===== config.mk =====
export PLATFORM = sky130hd
export DESIGN_NAME = int_exec_unit
export DESIGN_NICKNAME = d
export VERILOG_FILES = /design/src/rtl/int_exec_pkg.sv /design/src/rtl/int_alu.sv /design/src/rtl/int_exec_unit.sv
export SDC_FILE = /design/constraint.sdc
export NUM_CORES = 2
export LEC_CHECK = 0
export ABC_CLOCK_PERIOD_IN_PS = 8800
export CORE_MARGIN = 3
export CORE_UTILIZATION = 61
export DETAILED_ROUTE_END_ITERATION = 10
export GPL_ROUTABILITY_DRIVEN = 0
export GPL_TIMING_DRIVEN = 1
export PLACE_DENSITY = 0.86
export SLEW_MARGIN = 20
export SYNTH_ARGS = -nofsm -noshare
export SYNTH_HDL_FRONTEND = slang
export SYNTH_HIERARCHICAL = 1
export SYNTH_SLANG_ARGS = --single-unit
export TNS_END_PERCENT = 30

===== constraint.sdc =====
create_clock -name clk -period 8.8 [get_ports clk]
set_input_delay 1.32 -clock clk [delete_from_list [all_inputs] [get_ports clk]]
set_output_delay 1.32 -clock clk [all_outputs]
set_load 0.02 [all_outputs]

===== src/rtl/int_exec_pkg.sv =====
// Shared widths, opcode encodings and FSM state type for the integer execution unit.
package int_exec_pkg;

  localparam int DATA_W = 32;
  localparam int TAG_W  = 6;
  localparam int OPC_W  = 4;

  localparam logic [OPC_W-1:0] OP_ADD   = 4'd0;
  localparam logic [OPC_W-1:0] OP_SUB   = 4'd1;
  localparam logic [OPC_W-1:0] OP_AND   = 4'd2;
  localparam logic [OPC_W-1:0] OP_OR    = 4'd3;
  localparam logic [OPC_W-1:0] OP_XOR   = 4'd4;
  localparam logic [OPC_W-1:0] OP_SLL   = 4'd5;
  localparam logic [OPC_W-1:0] OP_SRL   = 4'd6;
  localparam logic [OPC_W-1:0] OP_SRA   = 4'd7;
  localparam logic [OPC_W-1:0] OP_SLT   = 4'd8;
  localparam logic [OPC_W-1:0] OP_SLTU  = 4'd9;
  localparam logic [OPC_W-1:0] OP_MUL   = 4'd10;
  localparam logic [OPC_W-1:0] OP_PASSB = 4'd11;

  typedef enum logic [1:0] {
    IDLE   = 2'd0,
    MUL    = 2'd1,
    RESULT = 2'd2
  } state_e;

endpackage


===== src/rtl/int_alu.sv =====
// Single-cycle combinational ALU; MUL and reserved opcodes produce zero here.
module int_alu
  import int_exec_pkg::*;
(
  input  logic [OPC_W-1:0]  opcode,
  input  logic [DATA_W-1:0] rs1,
  input  logic [DATA_W-1:0] rs2,
  output logic [DATA_W-1:0] result
);

  logic signed [DATA_W-1:0] rs1_s;
  logic signed [DATA_W-1:0] rs2_s;
  logic        [4:0]        shamt;

  assign rs1_s = rs1;
  assign rs2_s = rs2;
  assign shamt = rs2[4:0];

  always_comb begin
    result = '0;
    case (opcode)
      OP_ADD:   result = rs1 + rs2;
      OP_SUB:   result = rs1 - rs2;
      OP_AND:   result = rs1 & rs2;
      OP_OR:    result = rs1 | rs2;
      OP_XOR:   result = rs1 ^ rs2;
      OP_SLL:   result = rs1 << shamt;
      OP_SRL:   result = rs1 >> shamt;
      OP_SRA:   result = rs1_s >>> shamt;
      OP_SLT:   result = {{(DATA_W-1){1'b0}}, (rs1_s < rs2_s)};
      OP_SLTU:  result = {{(DATA_W-1){1'b0}}, (rs1 < rs2)};
      OP_PASSB: result = rs2;
      default:  result = '0;
    endcase
  end

endmodule


===== src/rtl/int_exec_unit.sv =====
// Integer execution unit: accepts one instruction, computes it (ALU or multi-cycle
// multiply), then arbitrates for the CDB and broadcasts tag/result for one cycle.
module int_exec_unit
  import int_exec_pkg::*;
#(
  parameter int MUL_LATENCY = 3
) (
  input  logic              clk,
  input  logic              reset,
  input  logic              issueque_ready,
  input  logic [DATA_W-1:0] issueque_rs1_data,
  input  logic [DATA_W-1:0] issueque_rs2_data,
  input  logic [TAG_W-1:0]  issueque_rd_tag,
  input  logic [OPC_W-1:0]  issueque_opcode,
  output logic              issueblk_done,
  output logic              cdb_req,
  input  logic              cdb_grant,
  output logic              cdb_valid,
  output logic [TAG_W-1:0]  cdb_tag,
  output logic [DATA_W-1:0] cdb_data
);

  localparam int CNT_W = 4;

  function automatic logic [DATA_W-1:0] mul_lo(input logic [DATA_W-1:0] a,
                                               input logic [DATA_W-1:0] b);
    return a * b;
  endfunction

  state_e              state_q;
  state_e              state_d;
  logic [CNT_W-1:0]    cnt_p1;
  logic [DATA_W-1:0]   opa_p1;
  logic [DATA_W-1:0]   opb_p1;
  logic [TAG_W-1:0]    tag_p1;
  logic [DATA_W-1:0]   res_p1;
  logic                vld_p2;
  logic [TAG_W-1:0]    tag_p2;
  logic [DATA_W-1:0]   data_p2;
  logic [DATA_W-1:0]   alu_result;
  logic                accept;
  logic                is_mul_op;
  logic                mul_done;
  logic                bcast;

  int_alu u_alu (
    .opcode (issueque_opcode),
    .rs1    (issueque_rs1_data),
    .rs2    (issueque_rs2_data),
    .result (alu_result)
  );

  assign accept        = issueque_ready & (state_q == IDLE) & reset;
  assign is_mul_op     = (issueque_opcode == OP_MUL);
  assign mul_done      = (state_q == MUL) && (cnt_p1 == '0);
  assign bcast         = (state_q == RESULT) && cdb_grant;
  assign issueblk_done = accept;
  assign cdb_req       = reset & (state_q == RESULT);

  always_ff @(posedge clk) begin
    if (!reset) state_q <= IDLE;
    else        state_q <= state_d;
  end

  always_comb begin
    state_d = state_q;
    case (state_q)
      IDLE:    if (issueque_ready) state_d = is_mul_op ? MUL : RESULT;
      MUL:     if (cnt_p1 == '0) state_d = RESULT;
      RESULT:  if (cdb_grant) state_d = IDLE;
      default: state_d = IDLE;
    endcase
  end

  always_ff @(posedge clk) begin
    if (!reset)
      cnt_p1 <= '0;
    else if (accept && is_mul_op)
      cnt_p1 <= CNT_W'(MUL_LATENCY - 1);
    else if (state_q == MUL && cnt_p1 != '0)
      cnt_p1 <= cnt_p1 - 1'b1;
  end

  // Stage p1: capture operands/tag on accept; result from ALU or from the multiply
  always_ff @(posedge clk) begin
    if (accept) begin
      opa_p1 <= issueque_rs1_data;
      opb_p1 <= issueque_rs2_data;
      tag_p1 <= issueque_rd_tag;
      res_p1 <= alu_result;
    end else if (mul_done) begin
      res_p1 <= mul_lo(opa_p1, opb_p1);
    end
  end

  // Stage p2: bus outputs are zero whenever no broadcast is in flight
  always_ff @(posedge clk) begin
    if (!reset || !bcast) begin
      vld_p2  <= 1'b0;
      tag_p2  <= '0;
      data_p2 <= '0;
    end else begin
      vld_p2  <= 1'b1;
      tag_p2  <= tag_p1;
      data_p2 <= res_p1;
    end
  end

  assign cdb_valid = vld_p2;
  assign cdb_tag   = tag_p2;
  assign cdb_data  = data_p2;

endmodule


==> run summary <==
Crit-path most repeated cell - fa_1
IO Port Bufs - 118
Worst Skew - 0.01944 ns
Sequential fraction of the synthesis area - 13.45%
Cells along the critical path - and2_1 -> fa_1 -> fa_1 -> fa_1 -> inv_1 -> fa_1 -> inv_1 -> fa_1 -> inv_1 -> fa_1 -> inv_1 -> fa_1 -> fa_1 -> ha_1 -> and4_1 -> and2_1 -> o311ai_0 -> o211ai_1 -> o211ai_2 -> o21a_1 -> o21ai_1 -> xnor2_1 -> o21ai_1
Commonest non-fill, non-tap cell in the layout - inv_1
Post-synth EDFFs - 102
Clock sink count - 147
Crit-path leading delay family - adder cells
Area Growth Syn to Fin - 7.031%
Synthesized Nets - 4066
HPWL after DPL - 70750 um
Chip Height - 225.8 um
Drt drc - 0
Core footprint - 0.04715 mm2
CTS tree - built
Crit Path Max Fanout - 21
Pin count of the biggest net entering global routing - 89
Critical path launch point type - flop
Die X - 225.8 um
Top_reg_cell synth - edfxtp_1
CTS buffer count - 17
Max Cap Viol - 0
Hold Fails Final Rpt - 0
Critical path buffers and inverters - 4
Post-route ant nets - 0
First-pass GRT wire length - 145800 um
Drt total wl - 94580 um
Worst EP arrival - 7.81 ns
Post_cts resized - 0
Crit path max-delay cell type - edfxtp_1
Fin crit period - 7.673 ns
CP max stage delay - 0.99 ns
Die area - 0.05098 mm2
Distinct cells, synth - 96
Row count - 79
Starting density of the core - 62.50%
Total negative slack - 0 ns
Post-CTS Setup Inserts - 0
1st-iter DRT viols - 3904
Synthesis Warnings - 6
Slew headroom - 17.11%
Htree depth - 4
Most frequent cells in the layout - inv_1, fa_1, nand2_1
Syn Inst Count - 3355
Final Cycle Share - 87.19%
Kind of critical path - reg -> reg
Req. time, crit path - 8.93 ns
Status - finished, final reports clean
Number of global-route vias before repair - 25.99k
Maximum buffer depth of the clock tree - 2
DR pass1 iterations - 10
Critical Path End Type - flop
Flops & latches, synth - 147
Post-synth ARST share - 0%
RSZ-0062 raised after global routing - no
HP Class - reg -> reg
Clock root buffer - clkbuf_16
Vias - 26.04k
Synthesized area - 0.02947 mm2
WL/cell - 23.91 um
Grt total ovfl - 0
Clock latency on the worst-skew pair - 0.44 ns
Syn_area_per_cell - 8.784 um2
Share of cells above drive strength 1 - 5.532%
Gr usage total - 37.29%
Setup-failing EPs final - 0
# IOs - 119
Fin. max-slew vios - 0
Vias per cell - 6.584
Antenna violations before repair - 12
Actual slew at the worst max-slew pin - 1.212 ns
Cts hold-fix bufs - 0
Post-layout nets - 4042
Fmax - 0.1303 GHz
CTS clk-pin slew, worst paths - 0.08 ns
[stage by stage]
| step | worst slack, ns | cell area [um2] | cells | hold slack, ns | utilization [%] |
|---|---|---|---|---|---|
| CTS | 1.200 | 31540 | 3951 | 0.4645 | 66.88 |
| finish | 1.127 | 31540 | 3955 | 0.4619 | 66.90 |
| detailed placement | 1.254 | 30930 | 3919 | 0.4624 | 65.60 |
| global route | 0.8545 | 31530 | 3951 | 0.4875 | 66.88 |
| global placement | 1.355 | 30930 | 3919 | 0.4522 | 65.60 |
| floorplan | 1.878 | 29470 | 3355 | 0.4509 | - |
[synthesized netlist by cell type, drive strengths merged, types with 11 or more instances]
master	count	area share (%)
a22oi	16	0.41
and3	49	1.0
a221oi	27	0.80
a21oi	136	2.3
nand2	403	5.1
fa	410	28
nor3	34	0.59
nor2b	13	0.28
nor2	159	2.0
nand4	11	0.23
edfxtp	102	10
a31oi	19	0.45
a21o	24	0.61
and2	317	6.7
nand3	40	0.68
mux2	24	0.93
clkbuf	165	2.1
mux4	41	3.1
buf	50	0.96
ha	223	9.5
xor2	26	0.77
a211o	12	0.36
nand2b	17	0.36
o211ai	28	0.73
dfxtp	45	3.1
mux2i	39	1.3
o21ai	146	2.5
xnor2	65	1.9
o21bai	23	0.59
a211oi	33	0.86
inv	475	6.1
o31ai	13	0.35
[worst paths after layout]
check              from           to  slack [ns]  cells after the start
max          opa_p1[11]   res_p1[31]        1.13                     23
min           res_p1[6]  cdb_data[6]        0.46                      1
min reg2reg   res_p1[6]  cdb_data[6]        0.46                      1
max reg2reg  opa_p1[11]   res_p1[31]        1.13                     23
[cell type report]
| cell class | count | area [um2] |
|---|---|---|
| antenna | 4 | 10.01 |
| clock buffer | 17 | 425.4 |
| clock inverter | 15 | 181.4 |
| fill | 3509 | 15610 |
| inverter | 477 | 1790 |
| multi-input combinational | 2516 | 22850 |
| sequential | 147 | 3964 |
| tap | 607 | 759.5 |
| timing repair buffer | 172 | 1559 |
[sequential cells by signal (all words and copies together) (netlist names)]
name,cells
state_q,2
opb_p1,32
tag_p1,6
cdb_valid,1
cdb_tag,6
cdb_data,32
opa_p1,32
res_p1,32
cnt_p1,4
[worst reg2reg max path, delay by kind of cell (launching register included)]
kind / cells / cell delay [ns]
adder cells (fa/ha/maj): 9 / 4.34
AO/OA/AOI/OAI: 6 / 1.03
flip-flops: 1 / 0.99
AND/OR/NAND/NOR: 3 / 0.68
buffers and inverters: 4 / 0.20
XOR/XNOR: 1 / 0.14
[metal layers]
layer | track usage, % | share of wire, % | wire length [um] | vias up
met2 | 56.95 | 44 | 41390 | 2017
met5 | 0 | 0.075 | 71 | -
met1 | 47.36 | 35 | 33330 | 12460
met3 | 10.36 | 13 | 12330 | 535
met4 | 22.88 | 7.9 | 7449 | 12
li1 | - | - | - | 11020
[cell families (layout without fill, tap and decap cells)]
group,count (synthesis),in the layout,synth area share [%]
AOI/OAI and AO/OA,601,601,13.79
xor gates and xnor gates,91,91,2.705
adders and majority gates,633,633,37.32
buffers and inverters,692,681,9.145
DFF,147,147,13.45
muxes,104,104,5.388
other,0,4,0
and+or+nand+nor,1087,1087,18.20
Power is not shown: default switching activity piles up to over one toggle a cycle in this logic, so the estimate is an artifact.
